[config.mk]
export PLATFORM = sky130hd
export DESIGN_NAME = id_ex_operand_stage
export DESIGN_NICKNAME = d
export VERILOG_FILES = /design/src/rtl/id_ex_operand_stage.sv
export SDC_FILE = /design/constraint.sdc
export NUM_CORES = 1
export LEC_CHECK = 0
export CORE_ASPECT_RATIO = 0.9
export CORE_MARGIN = 2
export CORE_UTILIZATION = 39
export CTS_CLUSTER_SIZE = 8
export DETAILED_ROUTE_END_ITERATION = 7
export PLACE_DENSITY_LB_ADDON = 0.15
export SYNTH_ARGS = -nofsm -noshare
export SYNTH_HDL_FRONTEND = slang
export SYNTH_SLANG_ARGS = --single-unit
[constraint.sdc]
create_clock -name clk -period 3.1 [get_ports clk]
set_input_delay 0.62 -clock clk [delete_from_list [all_inputs] [get_ports clk]]
set_output_delay 0.62 -clock clk [all_outputs]
set_load 0.03 [all_outputs]
[src/rtl/id_ex_operand_stage.sv]
// -----------------------------------------------------------------------------
// id_ex_operand_stage
//
// ID/EX pipeline boundary in front of the execute-stage ALU. It registers the
// decoded operands and control, then builds the final ALU operands by
// forwarding results from the MEM and WB stages. It also detects load-use
// hazards: decode is held for one cycle and a bubble goes into EX. A flush from
// branch resolution kills the instruction entering EX.
//
// Parameters
//   WIDTH   datapath width, must match the ALU width
//   REG_AW  register-index width
//
// Ports
//   clk, rst_n                    rising-edge clock, synchronous active-low reset
//   valid_d                       decode holds a valid instruction
//   rs1_d, rs2_d, rd_d            source / destination register indices
//   rd1_d, rd2_d                  register-file read data
//   imm_ext_d                     sign-extended immediate
//   alu_cntrl_d, alu_src_d        ALU operation, immediate select for operand B
//   reg_write_d, mem_read_d,
//   mem_write_d                   decoded control bits
//   flush_e                       kill the instruction entering EX
//   rd_m, reg_write_m,
//   alu_result_m                  MEM-stage producer
//   rd_w, reg_write_w, result_w   WB-stage producer
//   stall_d                       hold fetch/decode (combinational)
//   valid_e                       EX holds a valid instruction
//   src_a_e, src_b_e              ALU operands after forwarding and immediate select
//   alu_cntrl_e                   registered ALU control
//   write_data_e                  forwarded rs2 value for stores
//   rd_e                          EX destination register
//   reg_write_e, mem_read_e,
//   mem_write_e                   registered controls, always 0 for a bubble
// -----------------------------------------------------------------------------
module id_ex_operand_stage #(
    parameter int WIDTH  = 32,
    parameter int REG_AW = 5
) (
    input  logic              clk,
    input  logic              rst_n,

    // Decode stage
    input  logic              valid_d,
    input  logic [REG_AW-1:0] rs1_d,
    input  logic [REG_AW-1:0] rs2_d,
    input  logic [REG_AW-1:0] rd_d,
    input  logic [WIDTH-1:0]  rd1_d,
    input  logic [WIDTH-1:0]  rd2_d,
    input  logic [WIDTH-1:0]  imm_ext_d,
    input  logic [2:0]        alu_cntrl_d,
    input  logic              alu_src_d,
    input  logic              reg_write_d,
    input  logic              mem_read_d,
    input  logic              mem_write_d,

    // Branch resolution
    input  logic              flush_e,

    // Forwarding sources
    input  logic [REG_AW-1:0] rd_m,
    input  logic              reg_write_m,
    input  logic [WIDTH-1:0]  alu_result_m,
    input  logic [REG_AW-1:0] rd_w,
    input  logic              reg_write_w,
    input  logic [WIDTH-1:0]  result_w,

    // Hazard control
    output logic              stall_d,

    // Execute stage
    output logic              valid_e,
    output logic [WIDTH-1:0]  src_a_e,
    output logic [WIDTH-1:0]  src_b_e,
    output logic [2:0]        alu_cntrl_e,
    output logic [WIDTH-1:0]  write_data_e,
    output logic [REG_AW-1:0] rd_e,
    output logic              reg_write_e,
    output logic              mem_read_e,
    output logic              mem_write_e
);

    // Source chosen for one forwarded operand.
    typedef enum logic [1:0] {
        FWD_REG = 2'd0,   // registered register-file read
        FWD_WB  = 2'd1,   // WB-stage result
        FWD_MEM = 2'd2    // MEM-stage ALU result
    } fwd_sel_e;

    // -------------------------------------------------------------------------
    // EX-stage registers
    // -------------------------------------------------------------------------
    logic [REG_AW-1:0] rs1_e;
    logic [REG_AW-1:0] rs2_e;
    logic [WIDTH-1:0]  rd1_e;
    logic [WIDTH-1:0]  rd2_e;
    logic [WIDTH-1:0]  imm_e;
    logic              alu_src_e;

    // -------------------------------------------------------------------------
    // Load-use hazard
    // -------------------------------------------------------------------------
    // A load in EX delivers its data only at the end of MEM. An instruction
    // in decode that reads the load's destination has to wait one cycle, and
    // then it picks up the value through WB forwarding. x0 is never written,
    // so a load to x0 cannot create a dependency.
    logic lu_haz;
    logic bubble;

    assign lu_haz = valid_e & mem_read_e & (rd_e != '0) & valid_d &
                    ((rd_e == rs1_d) | (rd_e == rs2_d));

    // When the dependent instruction is being flushed there is nothing to
    // wait for, so the flush also cancels the stall.
    assign stall_d = lu_haz & ~flush_e;

    // Both a flush and a load-use hazard put an empty slot into EX.
    assign bubble  = flush_e | lu_haz;

    // -------------------------------------------------------------------------
    // Control registers: a bubble clears every bit that has a side effect.
    // -------------------------------------------------------------------------
    // NOTE: sequential state uses non-blocking assignments. Every register
    // then samples the pre-edge values, whatever the order of the statements.
    always_ff @(posedge clk) begin
        if (!rst_n) begin
            valid_e     <= 1'b0;
            reg_write_e <= 1'b0;
            mem_read_e  <= 1'b0;
            mem_write_e <= 1'b0;
            alu_cntrl_e <= '0;
        end else if (bubble) begin
            valid_e     <= 1'b0;
            reg_write_e <= 1'b0;
            mem_read_e  <= 1'b0;
            mem_write_e <= 1'b0;
            alu_cntrl_e <= '0;
        end else begin
            valid_e     <= valid_d;
            reg_write_e <= reg_write_d & valid_d;
            mem_read_e  <= mem_read_d  & valid_d;
            mem_write_e <= mem_write_d & valid_d;
            alu_cntrl_e <= valid_d ? alu_cntrl_d : 3'b000;
        end
    end

    // -------------------------------------------------------------------------
    // Data registers
    // -------------------------------------------------------------------------
    // The data registers load on every cycle. During a bubble their contents
    // do not matter: every control bit is 0, and decode presents the held
    // instruction again on the next cycle.
    always_ff @(posedge clk) begin
        if (!rst_n) begin
            rs1_e     <= '0;
            rs2_e     <= '0;
            rd_e      <= '0;
            rd1_e     <= '0;
            rd2_e     <= '0;
            imm_e     <= '0;
            alu_src_e <= 1'b0;
        end else begin
            rs1_e     <= rs1_d;
            rs2_e     <= rs2_d;
            rd_e      <= rd_d;
            rd1_e     <= rd1_d;
            rd2_e     <= rd2_d;
            imm_e     <= imm_ext_d;
            alu_src_e <= alu_src_d;
        end
    end

    // -------------------------------------------------------------------------
    // Forwarding select
    // -------------------------------------------------------------------------
    // MEM holds the newer value, so it wins over WB. x0 is excluded at the
    // producer side: a producer that targets x0 never forwards.
    function automatic fwd_sel_e fwd_select(
        input logic [REG_AW-1:0] rs,
        input logic [REG_AW-1:0] rd_mem,
        input logic              we_mem,
        input logic [REG_AW-1:0] rd_wb,
        input logic              we_wb
    );
        if (we_mem && (rd_mem != '0) && (rd_mem == rs)) begin
            return FWD_MEM;
        end else if (we_wb && (rd_wb != '0) && (rd_wb == rs)) begin
            return FWD_WB;
        end
        return FWD_REG;
    endfunction

    fwd_sel_e   sel_a;
    fwd_sel_e   sel_b;
    logic [WIDTH-1:0] fwd_a;
    logic [WIDTH-1:0] fwd_b;

    assign sel_a = fwd_select(rs1_e, rd_m, reg_write_m, rd_w, reg_write_w);
    assign sel_b = fwd_select(rs2_e, rd_m, reg_write_m, rd_w, reg_write_w);

    // NOTE: every output of a combinational block gets a default first.
    // Then no path through the case can leave it unassigned and infer a latch.
    always_comb begin
        fwd_a = rd1_e;
        unique case (sel_a)
            FWD_MEM: fwd_a = alu_result_m;
            FWD_WB:  fwd_a = result_w;
            default: fwd_a = rd1_e;
        endcase
    end

    always_comb begin
        fwd_b = rd2_e;
        unique case (sel_b)
            FWD_MEM: fwd_b = alu_result_m;
            FWD_WB:  fwd_b = result_w;
            default: fwd_b = rd2_e;
        endcase
    end

    // -------------------------------------------------------------------------
    // Operand outputs
    // -------------------------------------------------------------------------
    // A store takes its immediate on B and its data from rs2, so write_data_e
    // always carries the forwarded rs2 value and ignores alu_src_e.
    assign src_a_e      = fwd_a;
    assign src_b_e      = alu_src_e ? imm_e : fwd_b;
    assign write_data_e = fwd_b;

endmodule
==> impl_metrics.csv <==
group,metric,value,unit
power_and_ir_drop,netSwitchingPower,0.00131,W
power_and_ir_drop,seqPwrFrac,0.336,
logic_synthesis,synth_top_area_cell,"dfxtp_1",
timing,skew,0.00243,ns
power_and_ir_drop,p_int,0.00364,W
die,rows,41,
detailed_routing,ant_nets,0,
placement,gp_congestion,0.893,
setup_path,cp-end-kind,"output pin",
timing,worst_slack,-0.0575,ns
timing,drv_slew,0,
timing,rsz0062_at_grt,"true",
detailed_routing,drt_pass1_iterations,4,
clock_tree,clk_latency,0.41,ns
clock_tree,cts_tree,"built",
die,coreArea,14000,um^2
setup_path,worstPathRequired,2.48,ns
logic_synthesis,ys_seq_area_frac,0.428,
clock_tree,clock-sinks,119,
logic_synthesis,ys_types,27,
logic_synthesis,ys.flop_type,"dfxtp_1",
timing,whs,0.692,ns
power_and_ir_drop,switching_share,0.264,
grt,grt_antenna_before_repair,0,
clock_tree,cts_max_path_buffers,2,
logic_synthesis,syn-instance-count,628,
placement,dp_cells,1118,
detailed_routing,route.vias.total,5900,
placement,dpl_cell_area,9090,um^2
logic_synthesis,ys_ff_latch,119,
timing,setup_violations,31,
die,start_util,0.398,
timing,post-route-period-util,1.02,
flow_run,drv_cap,0,
grt,grt_pass1_vias,6137,
clock_tree,clk_pin_slew,0.05,ns
grt,grt_max_degree,87,
timing,period_minus_slack,3.16,ns
power_and_ir_drop,power_frac_clock,0.420,
logic_synthesis,syn_nets,826,
finish,register_area,2390,um^2
setup_path,crit_type,"input pin to output pin",
detailed_routing,drc_errors,0,
finish,area_delta_synth_final,94.6,%
power_and_ir_drop,p_per_area,456,nW/um^2
grt,grt_pass1_wl,32.1,mm
placement,portBuffers,306,
power_and_ir_drop,peakVddDrop,0.367,mV
logic_synthesis,synthArstFlopShare,0,
die,die_x,130,um
detailed_routing,drt-total-wl,21.6,mm
finish,final_cell_count_no_fill,1172,
logic_synthesis,syn_area_per_cell,8.87,um^2
detailed_routing,routed_via_density,5.03,
placement,place_ws,-0.506,ns
grt,track_usage,0.273,
die,io_pins,307,
logic_synthesis,syn_area,5570,um^2
finish,fin_area,10800,um^2
die,dieArea,15300,um^2
power_and_ir_drop,power,0.00495,W
power_and_ir_drop,cellLeakagePower,4.29,nW
logic_synthesis,synthDominantCellAreaShare,0.428,
finish,antenna_cells,0,
logic_synthesis,yosysWarnings,0,
die,die_h,117,um
hold_path,min_path_type,"input pin to flop",
detailed_routing,drt_iter0_markers,317,
timing,relSlewSlack,0.544,
finish,multi_input_area,3640,um^2
setup_path,start_kind,"input pin",
setup_path,crit_path_max_fanout,8,
clock_tree,cts-root-buf,"clkbuf_16",
detailed_routing,route.detailed.wl_per_inst,18.5,um
placement,hpwlAfterDp,14.5,mm
timing,worstMarginPinSlew,0.684,ns
timing,hold_viol_final,0,
finish,nNetsFinal,1164,
logic_synthesis,synth_edf_count,0,
setup_path,critPathArrivalTime,2.54,ns
clock_tree,h-tree-depth,4,
logic_synthesis,yosys-top-cells-area,"dfxtp_1, and2_1, mux2i_1, a221oi_1, nor3_1",
clock_tree,numCtsBuffers,17,
grt,grt_overflow,0,
status,violations,"negative setup slack",
power_and_ir_drop,comb_power_share,0.244,
finish,drive_above_1_share,0.320,
finish,fillers,914,
timing,fmax,317,MHz
status,status,"finished, violations left",
-- worst max-delay path: stages --
cell	delay (ns)
buf_6	0.08
or4_4	0.12
o21ai_4	0.05
buf_6	0.11
or4_4	0.63
buf_12	0.21
mux2i_4	0.20
a221oi_2	0.28
buf_4	0.21
-- synth_stat cells, types with 2 or more instances --
cell type,number
xnor2_1,18
nor3_1,35
a21oi_1,34
a221oi_1,27
buf_12,3
nand2_1,35
clkbuf_1,34
a221oi_2,5
or4_1,3
buf_1,2
mux2i_1,64
and2_1,118
o21ai_0,32
xor2_1,12
inv_1,32
buf_2,6
nor2_1,35
dfxtp_1,119
nand3_1,6
-- area by class of cell --
| class | instances | area share |
|---|---|---|
| Sequential cell | 119 | 0.221 |
| Tap cell | 193 | 0.0223 |
| Clock inverter | 7 | 0.0104 |
| Inverter | 32 | 0.0111 |
| Clock buffer | 25 | 0.0477 |
| Multi-Input combinational cell | 431 | 0.335 |
| Timing Repair Buffer | 365 | 0.353 |
-- per-stage QoR --
stage | TNS (ns) | utilization
2_1_floorplan | -1.02 | -
3_3_place_gp | -35.87 | 0.649
3_5_place_dp | -37.97 | 0.649
4_1_cts | -1.40 | 0.744
5_1_grt | -3.79 | 0.774
6_report | -0.647 | 0.774
-- power by group through the flow --
stage          Combinational [W]  Sequential (W)  Clock, W
4_1_cts                  0.00115         0.00165   0.00211
2_1_floorplan           0.000497         0.00168         0
3_3_place_gp             0.00106         0.00168         0
3_5_place_dp             0.00107         0.00168         0
5_1_grt                  0.00127         0.00167   0.00218
6_report                 0.00121         0.00166   0.00208
-- cell usage in the layout, fill, tap and decap left out, types with 3 or more instances in the layout --
cell and instances:
clkbuf_2 3, buf_4 95, nand2_1 35, buf_16 5, o21ai_0 19, dfxtp_2 3
nor3_1 30, nor3_2 5, clkinv_2 3, xnor2_1 14, dfxtp_1 115, nor2_1 35
mux2i_4 30, clkbuf_8 4, clkbuf_16 20, o21ai_1 11, inv_1 32, clkbuf_1 3
xor2_1 12, or4_4 3, mux2i_2 5, mux2i_1 29, bufinv_16 3, buf_6 33
a21oi_2 26, clkdlybuf4s50_1 197, and2_1 118, nand3_1 4, buf_12 21, a21oi_1 8
a221oi_2 31, xnor2_2 4
-- logic make-up (layout without fill, tap and decap cells) --
group / Yosys count / count (layout) / synth area share
mux: 64 / 64 / 0.115
compound gates: 102 / 102 / 0.120
simple gates: 235 / 235 / 0.226
xor+xnor: 30 / 30 / 0.0472
flops: 119 / 119 / 0.428
buf+inv: 78 / 429 / 0.0640
-- flip-flops by register name, summed over array words and instances, names as in the netlist --
register     count
valid_e          1
rs1_e            5
rd2_e           32
rd_e             5
mem_read_e       1
mem_write_e      1
alu_src_e        1
alu_cntrl_e      3
reg_write_e      1
rs2_e            5
rd1_e           32
imm_e           32
-- layer usage --
metal	track usage	vias up	part of all wire
met3	0.0675	50	0.082
met2	0.490	284	0.51
met4	0.102	0	0.031
met5	0	-	0
li1	-	2811	-
met1	0.308	2755	0.37
-- final timing paths --
kind,startpoint,end,slack (ns),cells after the start
worst max-delay path,rd_w[1],src_b_e[14],-0.06,9
worst min-delay path,rst_n,imm_e[2],0.69,2
worst max register to register,rd_e[0],mem_read_e,1.68,5
worst min register to register,mem_read_e,valid_e,0.81,3
-- what timing repair did --
action | CTS | global route
hold buffers | 0 | 0
buffers inserted | 13 | 1
setup endpoints to repair | 96 | 85
gates resized for setup | 115 | 94
pin swaps | 15 | 38
cloned | 8 | 2
Note: power is estimated with default switching activity, not from simulation.
